$ cat config.mk
export PLATFORM = sky130hd
export DESIGN_NAME = int_vector_ctrl_flat
export DESIGN_NICKNAME = d
export VERILOG_FILES = /design/src/rtl/int_vector_ctrl_pkg.sv /design/src/rtl/int_vector_ctrl_if.sv /design/src/rtl/int_vector_ctrl_prio_enc4.sv /design/src/rtl/int_vector_ctrl.sv /design/src/flat_wrapper.sv
export SDC_FILE = /design/constraint.sdc
export NUM_CORES = 1
export LEC_CHECK = 0
export CORE_MARGIN = 10
export CORE_UTILIZATION = 33
export DETAILED_ROUTE_END_ITERATION = 8
export HOLD_SLACK_MARGIN = 0.02
export PLACE_DENSITY = 0.74
export SKIP_LAST_GASP = 1
export SYNTH_ARGS = -nofsm -noshare
export SYNTH_HDL_FRONTEND = slang
export SYNTH_HIERARCHICAL = 1
export SYNTH_SLANG_ARGS = --single-unit
export TNS_END_PERCENT = 1
$ cat constraint.sdc
create_clock -name clk -period 1.3 [get_ports clk]
set_input_delay 0.26 -clock clk [delete_from_list [all_inputs] [get_ports clk]]
set_output_delay 0.26 -clock clk [all_outputs]
set_load 0.01 [all_outputs]
$ cat src/rtl/int_vector_ctrl_pkg.sv
// Shared types and constants for the vectored interrupt controller.
// State encoding, default vector layout and the handler-address helper.
package int_vec_pkg;

  localparam int          NSRC           = 4;
  localparam logic [31:0] VEC_BASE_DEF   = 32'h0000_0100;
  localparam logic [31:0] VEC_STRIDE_DEF = 32'h0000_0020;

  typedef enum logic [1:0] {
    IDLE    = 2'b00,
    REQ     = 2'b01,
    SERVICE = 2'b10
  } state_t;

  // 32-bit unsigned wrap-around; the source index is zero-extended.
  function automatic logic [31:0] vec_addr(input logic [31:0] base,
                                           input logic [31:0] stride,
                                           input logic [1:0]  idx);
    return base + ({30'b0, idx} * stride);
  endfunction

endpackage

$ cat src/rtl/int_vector_ctrl_if.sv
// Request/acknowledge handshake between the interrupt controller and the core.
// The controller drives the request side (master); the core answers (slave).
interface int_vector_ctrl_if;

  logic        interrupt;
  logic [31:0] int_addr;
  logic [1:0]  int_id;
  logic        int_ack;
  logic        int_done;

  modport master (
    output interrupt, int_addr, int_id,
    input  int_ack, int_done
  );

  modport slave (
    input  interrupt, int_addr, int_id,
    output int_ack, int_done
  );

endinterface

$ cat src/rtl/int_vector_ctrl_prio_enc4.sv
// Fixed-priority encoder over four candidates; the lowest set index wins.
module prio_enc4 (
  input  logic [3:0] cand,
  output logic       any,
  output logic [1:0] idx
);

  // NOTE: every output gets a default before the branches so no latch is inferred.
  always_comb begin
    any = |cand;
    idx = 2'd0;
    if (cand[0])      idx = 2'd0;
    else if (cand[1]) idx = 2'd1;
    else if (cand[2]) idx = 2'd2;
    else if (cand[3]) idx = 2'd3;
  end

endmodule

$ cat src/rtl/int_vector_ctrl.sv
// Vectored interrupt controller: edge-detects peripheral completions, arbitrates
// enabled pending sources by fixed priority and tracks the core handshake.
module int_vector_ctrl #(
  parameter int          NSRC       = int_vec_pkg::NSRC,
  parameter logic [31:0] VEC_BASE   = int_vec_pkg::VEC_BASE_DEF,
  parameter logic [31:0] VEC_STRIDE = int_vec_pkg::VEC_STRIDE_DEF
) (
  input  logic               clk,
  input  logic               reset,
  input  logic [NSRC-1:0]    done,
  input  logic [NSRC-1:0]    en_mask,
  int_vector_ctrl_if.master  core,
  output logic [NSRC-1:0]    pending,
  output logic               busy
);

  import int_vec_pkg::*;

  state_t          state, state_d;
  logic [NSRC-1:0] done_q;
  logic            armed;
  logic [NSRC-1:0] rise;
  logic [NSRC-1:0] pending_d;
  logic            win_any;
  logic [1:0]      win_idx;
  logic            load_req;
  logic            ack_take;

  prio_enc4 u_prio (
    .cand (pending & en_mask),
    .any  (win_any),
    .idx  (win_idx)
  );

  // armed blocks the first edge after reset so a level already high is not an event.
  assign rise     = armed ? (done & ~done_q) : '0;
  assign ack_take = (state == REQ) && core.int_ack;
  assign busy     = (state != IDLE);

  always_comb begin
    pending_d = pending;
    if (ack_take) pending_d[core.int_id] = 1'b0;
    pending_d = pending_d | rise;
  end

  always_comb begin
    state_d  = state;
    load_req = 1'b0;
    unique case (state)
      IDLE: if (win_any) begin
        state_d  = REQ;
        load_req = 1'b1;
      end
      REQ:     if (core.int_ack)  state_d = SERVICE;
      SERVICE: if (core.int_done) state_d = IDLE;
      default: state_d = IDLE;
    endcase
  end

  // NOTE: sequential state uses non-blocking assignments so all registers update together.
  always_ff @(posedge clk or posedge reset) begin
    if (reset) begin
      state   <= IDLE;
      done_q  <= '0;
      armed   <= 1'b0;
      pending <= '0;
    end else begin
      state   <= state_d;
      done_q  <= done;
      armed   <= 1'b1;
      pending <= pending_d;
    end
  end

  // Vector registers load only on IDLE->REQ and stay frozen through SERVICE.
  always_ff @(posedge clk or posedge reset) begin
    if (reset) begin
      core.interrupt <= 1'b0;
      core.int_id    <= 2'd0;
      core.int_addr  <= 32'h0;
    end else if (load_req) begin
      core.interrupt <= 1'b1;
      core.int_id    <= win_idx;
      core.int_addr  <= vec_addr(VEC_BASE, VEC_STRIDE, win_idx);
    end else if (ack_take) begin
      core.interrupt <= 1'b0;
    end
  end

endmodule

$ cat src/flat_wrapper.sv
// flat-port wrapper written by rule: the top's interface ports become plain ports
module int_vector_ctrl_flat import int_vec_pkg::*;
#(
  parameter int          NSRC       = int_vec_pkg::NSRC,
  parameter logic [31:0] VEC_BASE   = int_vec_pkg::VEC_BASE_DEF,
  parameter logic [31:0] VEC_STRIDE = int_vec_pkg::VEC_STRIDE_DEF
)
  (clk, reset, done, en_mask, pending, busy, core_interrupt, core_int_addr, core_int_id, core_int_ack, core_int_done);
  int_vector_ctrl_if core_i ();
  input  logic clk;
  input  logic reset;
  input  logic [NSRC-1:0] done;
  input  logic [NSRC-1:0] en_mask;
  output logic [NSRC-1:0] pending;
  output logic busy;
  output wire logic [$bits(core_i.interrupt)-1:0] core_interrupt;
  output wire logic [$bits(core_i.int_addr)-1:0] core_int_addr;
  output wire logic [$bits(core_i.int_id)-1:0] core_int_id;
  input wire logic [$bits(core_i.int_ack)-1:0] core_int_ack;
  input wire logic [$bits(core_i.int_done)-1:0] core_int_done;
  assign core_interrupt = core_i.interrupt;
  assign core_int_addr = core_i.int_addr;
  assign core_int_id = core_i.int_id;
  assign core_i.int_ack = core_int_ack;
  assign core_i.int_done = core_int_done;
  int_vector_ctrl #(.NSRC(NSRC), .VEC_BASE(VEC_BASE), .VEC_STRIDE(VEC_STRIDE)) u_core (.clk(clk), .reset(reset), .done(done), .en_mask(en_mask), .core(core_i), .pending(pending), .busy(busy));
endmodule
==> results.py, run 1 <==
metrics = {
    "flow_run": {
        "maxCapViolations": 0,
    },
    "synth": {
        "synth_top_area_share_pct": 42.55,
        "synth-edff-count": 0,
        "synth_commonest_cells": "buf_4 (31), dfrtp_1 (15), o21ai_0 (7)",
        "synthFlopType": "dfrtp_1",
        "synthCells": 91,
        "synthesis.area_um2": 882.1,
        "synth_area_per_cell_um2": 9.693,
        "ys_seq_area_share_pct": 42.55,
        "synthArstFlopShare_pct": 100.0,
        "synth.area.top_cells": "dfrtp_1 (43%), buf_4 (26%), o21ai_0 (4.0%), and2_1 (2.8%), nand2_1 (2.6%)",
        "yosys_warnings": 6,
        "ys_seq_elements": 15,
        "synth_area_leader_cell": "dfrtp_1",
        "post-synth-top-count-cell": "buf_4",
        "synth_cell_types": 23,
    },
    "global_route": {
        "globalRouteOverflowTotal": 0,
        "grt_usage_pct": 7.901,
        "antenna_found_initial": 0,
        "grt_pass1_wl_mm": 3.208,
        "grt_max_degree": 16,
        "grt_pass1_vias": 694,
    },
    "route": {
        "via_per_inst": 4.194,
        "wl_met1_um": 678,
        "drt-total-wl_mm": 2.014,
        "route.met3.wl_um": 461,
        "wl_met2_um": 849,
        "routed.top_layer": "met4",
        "wire_per_inst_um": 12.99,
        "drt_pass1_iterations": 2,
        "drc": 0,
        "ant_nets": 0,
        "vias": 650,
        "drt_iter0_drc": 5,
    },
    "final_layout": {
        "fin_cells": 155,
        "drive_above_1_share_pct": 18.40,
        "multi_input_area_um2": 351.6,
        "layout.nets": 138,
        "fill_cells": 279,
        "regArea_um2": 375.4,
        "layout-area-overhead-vs-synth_pct": 26.52,
        "antenna_cells": 0,
    },
    "clocking": {
        "cts_buffer_depth": 2,
        "clkTransAtPathRegs_ns": 0.08,
        "insertion_delay_ns": 0.28,
        "clock-sinks": 15,
        "holdBufCountCts": 0,
        "clockRootBuffer": "clkbuf_4",
        "htree_levels": 1,
        "cts_tree": "done",
        "cts-buffers-inserted": 3,
    },
    "die": {
        "fp-row-count": 18,
        "design.die.area_um2": 5141,
        "die_h_um": 71.70,
        "boundaryPins": 52,
        "core_um2": 2522,
        "die_x_um": 71.70,
        "initial_core_util_pct": 34.97,
    },
    "pwr": {
        "p_clk_share_pct": 13.1,
        "swShare_pct": 36.03,
        "seq_power_share_pct": 34.1,
        "power_switching_mw": 0.7268,
        "power_mw": 2.017,
        "power_density_nw_per_um2": 1807,
        "p_leak_nw": 0.5334,
        "internal-power_mw": 1.290,
        "ir_drop_mv": 0.9205,
        "comb_power_share_pct": 52.8,
    },
    "sta": {
        "period_share_pct": 114.9,
        "tns_ns": -1.434,
        "final.min_clock_period_ns": 1.493,
        "final-setup-viol-count": 13,
        "rsz0062_at_grt": "true",
        "clock.fmax_mhz": 669.7,
        "slew_viol_final": 0,
        "fin_skew_ns": 0.001221,
        "setup_ws_ns": -0.1933,
        "hold_viol": 0,
        "fin_worst_hold_slack_ns": 0.2749,
    },
    "run_status": {
        "violations": "setup timing",
        "status": "finished with violations",
    },
    "placement": {
        "gp_congestion": 0.8011,
        "portBuffers": 22,
        "dpl.cell_count": 149,
    },
    "critical_path": {
        "critPathKind": "flip-flop to primary output",
        "cp_max_fo": 2,
        "worstPathRequired_ns": 1.04,
        "crit_arrival_ns": 1.23,
        "worst_setup_path_start_kind": "flip-flop",
        "endpoint_kind": "primary output",
    },
    "worst_hold_path": {
        "worstHoldPathType": "primary input to async pin",
    },
}
per-layer routing:
layer	up-vias	track usage, %
li1	300	-
met1	299	7.069
met2	49	10.59
met3	2	8.815
met4	0	4.516
met5	-	0
state kept, by name, indices dropped and copies added (netlist names):
register               flops
u_core/armed               1
u_core/core.int_id         1
u_core/core.int_addr       2
u_core/pending             4
u_core/core.interrupt      1
u_core/state               2
u_core/done_q              4
power groups by stage:
stage,combinational [mW],sequential [mW],clock [mW]
5_1_grt,1.17,0.706,0.307
4_1_cts,1.07,0.690,0.274
3_3_place_gp,1.04,0.709,0
6_report,1.07,0.687,0.264
2_1_floorplan,0.548,0.768,0
3_5_place_dp,1.07,0.707,0
repair_timing:
item	in CTS	in global routing
setup buffers	2	0
endpoints found under the hold margin	0	0
gates resized for setup	5	1
setup endpoints to repair	15	17
kinds of logic (layout without fill, tap and decap cells):
logic type             Yosys count  in the layout  synth area share (%)
AOI/OAI and AO/OA               11             11                 7.517
and+or+nand+nor                 24             24                 16.45
buffers and inverters           37             43                 29.79
DFF                             15             15                 42.55
other                            2             30                0.8514
muxes                            2              2                 2.836
stage by stage:
stage / setup slack, ns / cell area, µm² / util (%)
final: -0.1933 / 1116 / 44.25
after CTS: -0.2101 / 1114 / 44.15
after floorplan: -0.02902 / 989.7 / -
after global placement: -0.3251 / 1079 / 42.76
after detailed placement: -0.4036 / 1079 / 42.76
after global routing: -0.2579 / 1116 / 44.25
worst max-delay path, cell delays in order (launching register included):
cell and delay (ns):
dfrtp_1 0.38, or2_2 0.28, dlygate4sd2_1 0.29
cell usage in the layout (no fill, tap or decap):
cell,Yosys,routed
buf_4,31,12
nand3b_1,3,3
mux2_4,1,1
o41ai_1,2,2
nand2_2,1,1
nor2_1,3,3
clkbuf_4,0,3
and2_1,4,3
nand2b_1,1,1
inv_2,1,1
dfrtp_1,15,15
o21ai_0,7,7
nor3b_4,1,1
dlygate4sd2_1,0,5
or2_2,2,2
nand2_1,6,6
a21oi_1,1,1
conb_1,2,30
a21oi_2,1,1
mux2i_1,1,1
and2_4,0,1
clkbuf_1,0,1
nor3_1,1,1
inv_1,4,4
clkdlybuf4s50_1,0,16
or3_1,1,1
nand4b_1,1,1
dlymetal6s2s_1,0,1
path summary, 6_finish.rpt:
kind / slack [ns] / cells after the start / end / start
max in group asynchronous: 0.85 / 3 / u_core/pending[2] / reset
min reg2reg: 0.47 / 1 / u_core/pending[2] / u_core/done_q[2]
min: 0.27 / 3 / u_core/armed / reset
max: -0.19 / 2 / busy / u_core/state[1]
min in group clk: 0.44 / 1 / u_core/done_q[2] / done[2]
max reg2reg: -0.10 / 5 / u_core/core.int_addr[6] / u_core/pending[3]
area by class of cell:
type / instances / share of cell area, %
flip-flops and latches: 15 / 33.63
multi-input cells: 67 / 31.50
repair buffers: 34 / 27.47
well taps: 30 / 3.363
clock buffers: 4 / 2.354
inverters: 5 / 1.682
No activity file was read; power rests on OpenSTA's default activity.
==> run 2: changes to the inputs <==
--- a/config.mk
+++ b/config.mk
@@ -10,7 +10,9 @@
 export DETAILED_ROUTE_END_ITERATION = 8
 export HOLD_SLACK_MARGIN = 0.02
 export PLACE_DENSITY = 0.74
+export SETUP_SLACK_MARGIN = 0.1
 export SKIP_LAST_GASP = 1
+export SLEW_MARGIN = 10
 export SYNTH_ARGS = -nofsm -noshare
 export SYNTH_HDL_FRONTEND = slang
 export SYNTH_HIERARCHICAL = 1
==> results.py, run 2 (synthesis results as in run 1) <==
metrics = {
    "run_status": {
        "status": "finished with violations",
        "violations": "setup timing",
    },
    "clocking": {
        "clock-sinks": 15,
        "cts-buffers-inserted": 3,
        "cts_tree": "done",
        "htree_levels": 1,
        "holdBufCountCts": 0,
        "clkTransAtPathRegs_ns": 0.08,
        "insertion_delay_ns": 0.28,
        "cts_buffer_depth": 2,
        "clockRootBuffer": "clkbuf_4",
    },
    "critical_path": {
        "cp_max_fo": 3,
        "worst_setup_path_start_kind": "primary input",
        "critPathKind": "primary input to flip-flop",
        "worstPathRequired_ns": 1.48,
        "endpoint_kind": "flip-flop",
        "crit_arrival_ns": 1.51,
    },
    "placement": {
        "placed_area_um2": 1079,
        "dpl.cell_count": 149,
        "portBuffers": 22,
        "preCtsSetupSlack_ns": -0.4036,
        "gp_congestion": 0.8011,
    },
    "worst_hold_path": {
        "worstHoldPathType": "primary input to async pin",
    },
    "die": {
        "fp-row-count": 18,
        "boundaryPins": 52,
        "die_x_um": 71.70,
        "core_um2": 2522,
        "die_h_um": 71.70,
        "initial_core_util_pct": 34.97,
        "design.die.area_um2": 5141,
    },
    "sta": {
        "hold_viol": 0,
        "fin_worst_hold_slack_ns": 0.2744,
        "clock.fmax_mhz": 752.5,
        "final.min_clock_period_ns": 1.329,
        "setup_ws_ns": -0.02882,
        "period_share_pct": 102.2,
        "rsz0062_at_grt": "true",
        "slew_viol_final": 0,
        "final-setup-viol-count": 3,
        "fin_skew_ns": 0.0004262,
    },
    "route": {
        "wire_per_inst_um": 13.00,
        "drt_pass1_iterations": 5,
        "vias": 651,
        "ant_nets": 0,
        "drt-total-wl_mm": 2.015,
        "drc": 0,
        "via_per_inst": 4.200,
        "drt_iter0_drc": 8,
    },
    "final_layout": {
        "layout-area-overhead-vs-synth_pct": 28.51,
        "drive_above_1_share_pct": 25.60,
        "antenna_cells": 0,
        "layout.nets": 138,
        "largestRegisters": "u_core/done_q (4), u_core/pending (4)",
        "fin_cells": 155,
        "mostFrequentLayoutCell": "conb_1",
        "finish.instance_area_um2": 1134,
        "layout_common_cells": "conb_1 (30), dfrtp_1 (15), buf_4 (12)",
    },
    "flow_run": {
        "maxCapViolations": 0,
    },
    "global_route": {
        "grt_pass1_vias": 710,
        "antenna_found_initial": 0,
        "grt_max_degree": 16,
        "grt_usage_pct": 7.817,
        "grt_pass1_wl_mm": 3.222,
        "globalRouteOverflowTotal": 0,
    },
    "pwr": {
        "swShare_pct": 36.40,
        "power_switching_mw": 0.7513,
        "p_clk_share_pct": 12.8,
        "comb_power_share_pct": 53.8,
        "ir_drop_mv": 1.048,
        "power_density_nw_per_um2": 1821,
        "power_mw": 2.064,
        "seq_power_share_pct": 33.4,
        "internal-power_mw": 1.313,
        "p_leak_nw": 0.5516,
    },
}
-- run 2: changes by cell type in the layout (fill, tap and decap cells not counted), sizes merged --
cell / change
dlygate4sd2: +5
dlymetal6s2s: -1
clkdlybuf4s15: +3
clkdlybuf4s50: -8
buf: +1
-- run 2: critical path, stage by stage --
cell	delay [ns]
clkdlybuf4s50_1	0.45
and2_4	0.13
nor2_2	0.04
nand2_2	0.06
nor3b_4	0.24
mux2_4	0.32
-- run 2: power groups by stage --
stage | combinational [mW] | sequential, mW | clock [mW]
finish | 1.11 | 0.690 | 0.264
CTS | 1.11 | 0.693 | 0.274
detailed placement | 1.07 | 0.707 | 0
floorplan | 0.548 | 0.768 | 0
global placement | 1.04 | 0.709 | 0
global route | 1.22 | 0.711 | 0.299
-- run 2: what timing repair did --
action,in CTS,in global routing
setup buffers,2,0
resized for setup,31,0
endpoints found under the hold margin,0,0
endpoints found under the setup margin,16,19
pin swaps,3,1
-- run 2: final cells by class --
cell class / instances / area [µm²]
Clock buffer: 4 / 26.28
Fill cell: 274 / 1389
Inverter: 5 / 18.77
Multi-Input combinational cell: 67 / 374.1
Sequential cell: 15 / 375.4
Tap cell: 30 / 37.54
Timing Repair Buffer: 34 / 301.5
-- run 2: worst paths after layout --
kind                                        start                       to  slack, ns  depth (start not counted)
worst max-delay path                   en_mask[0]  u_core/core.int_addr[6]      -0.03                          6
worst min-delay path                        reset         u_core/done_q[1]       0.27                          3
worst max register to register  u_core/pending[3]  u_core/core.int_addr[6]      -0.03                          5
worst min register to register   u_core/done_q[2]        u_core/pending[2]       0.45                          1
max in group asynchronous                   reset        u_core/pending[3]       0.85                          3
min in group clk                          done[2]         u_core/done_q[2]       0.44                          1
-- run 2: stage by stage --
stage	utilization (%)	TNS [ns]
final	44.94	-0.04111
after global routing	44.94	-0.4225
after floorplan	-	-0.03607
after detailed placement	42.76	-1.880
after CTS	44.94	-0.08342
after global placement	42.76	-1.404
-- run 2: routing by layer --
layer  vias up  track usage [%]  part of all wire (%)
met2        50            10.69                    42
met3         5            8.264                    24
met1       296            6.910                    32
met5         -                0                     0
met4         0            4.946                   2.2
li1        300                -                     -
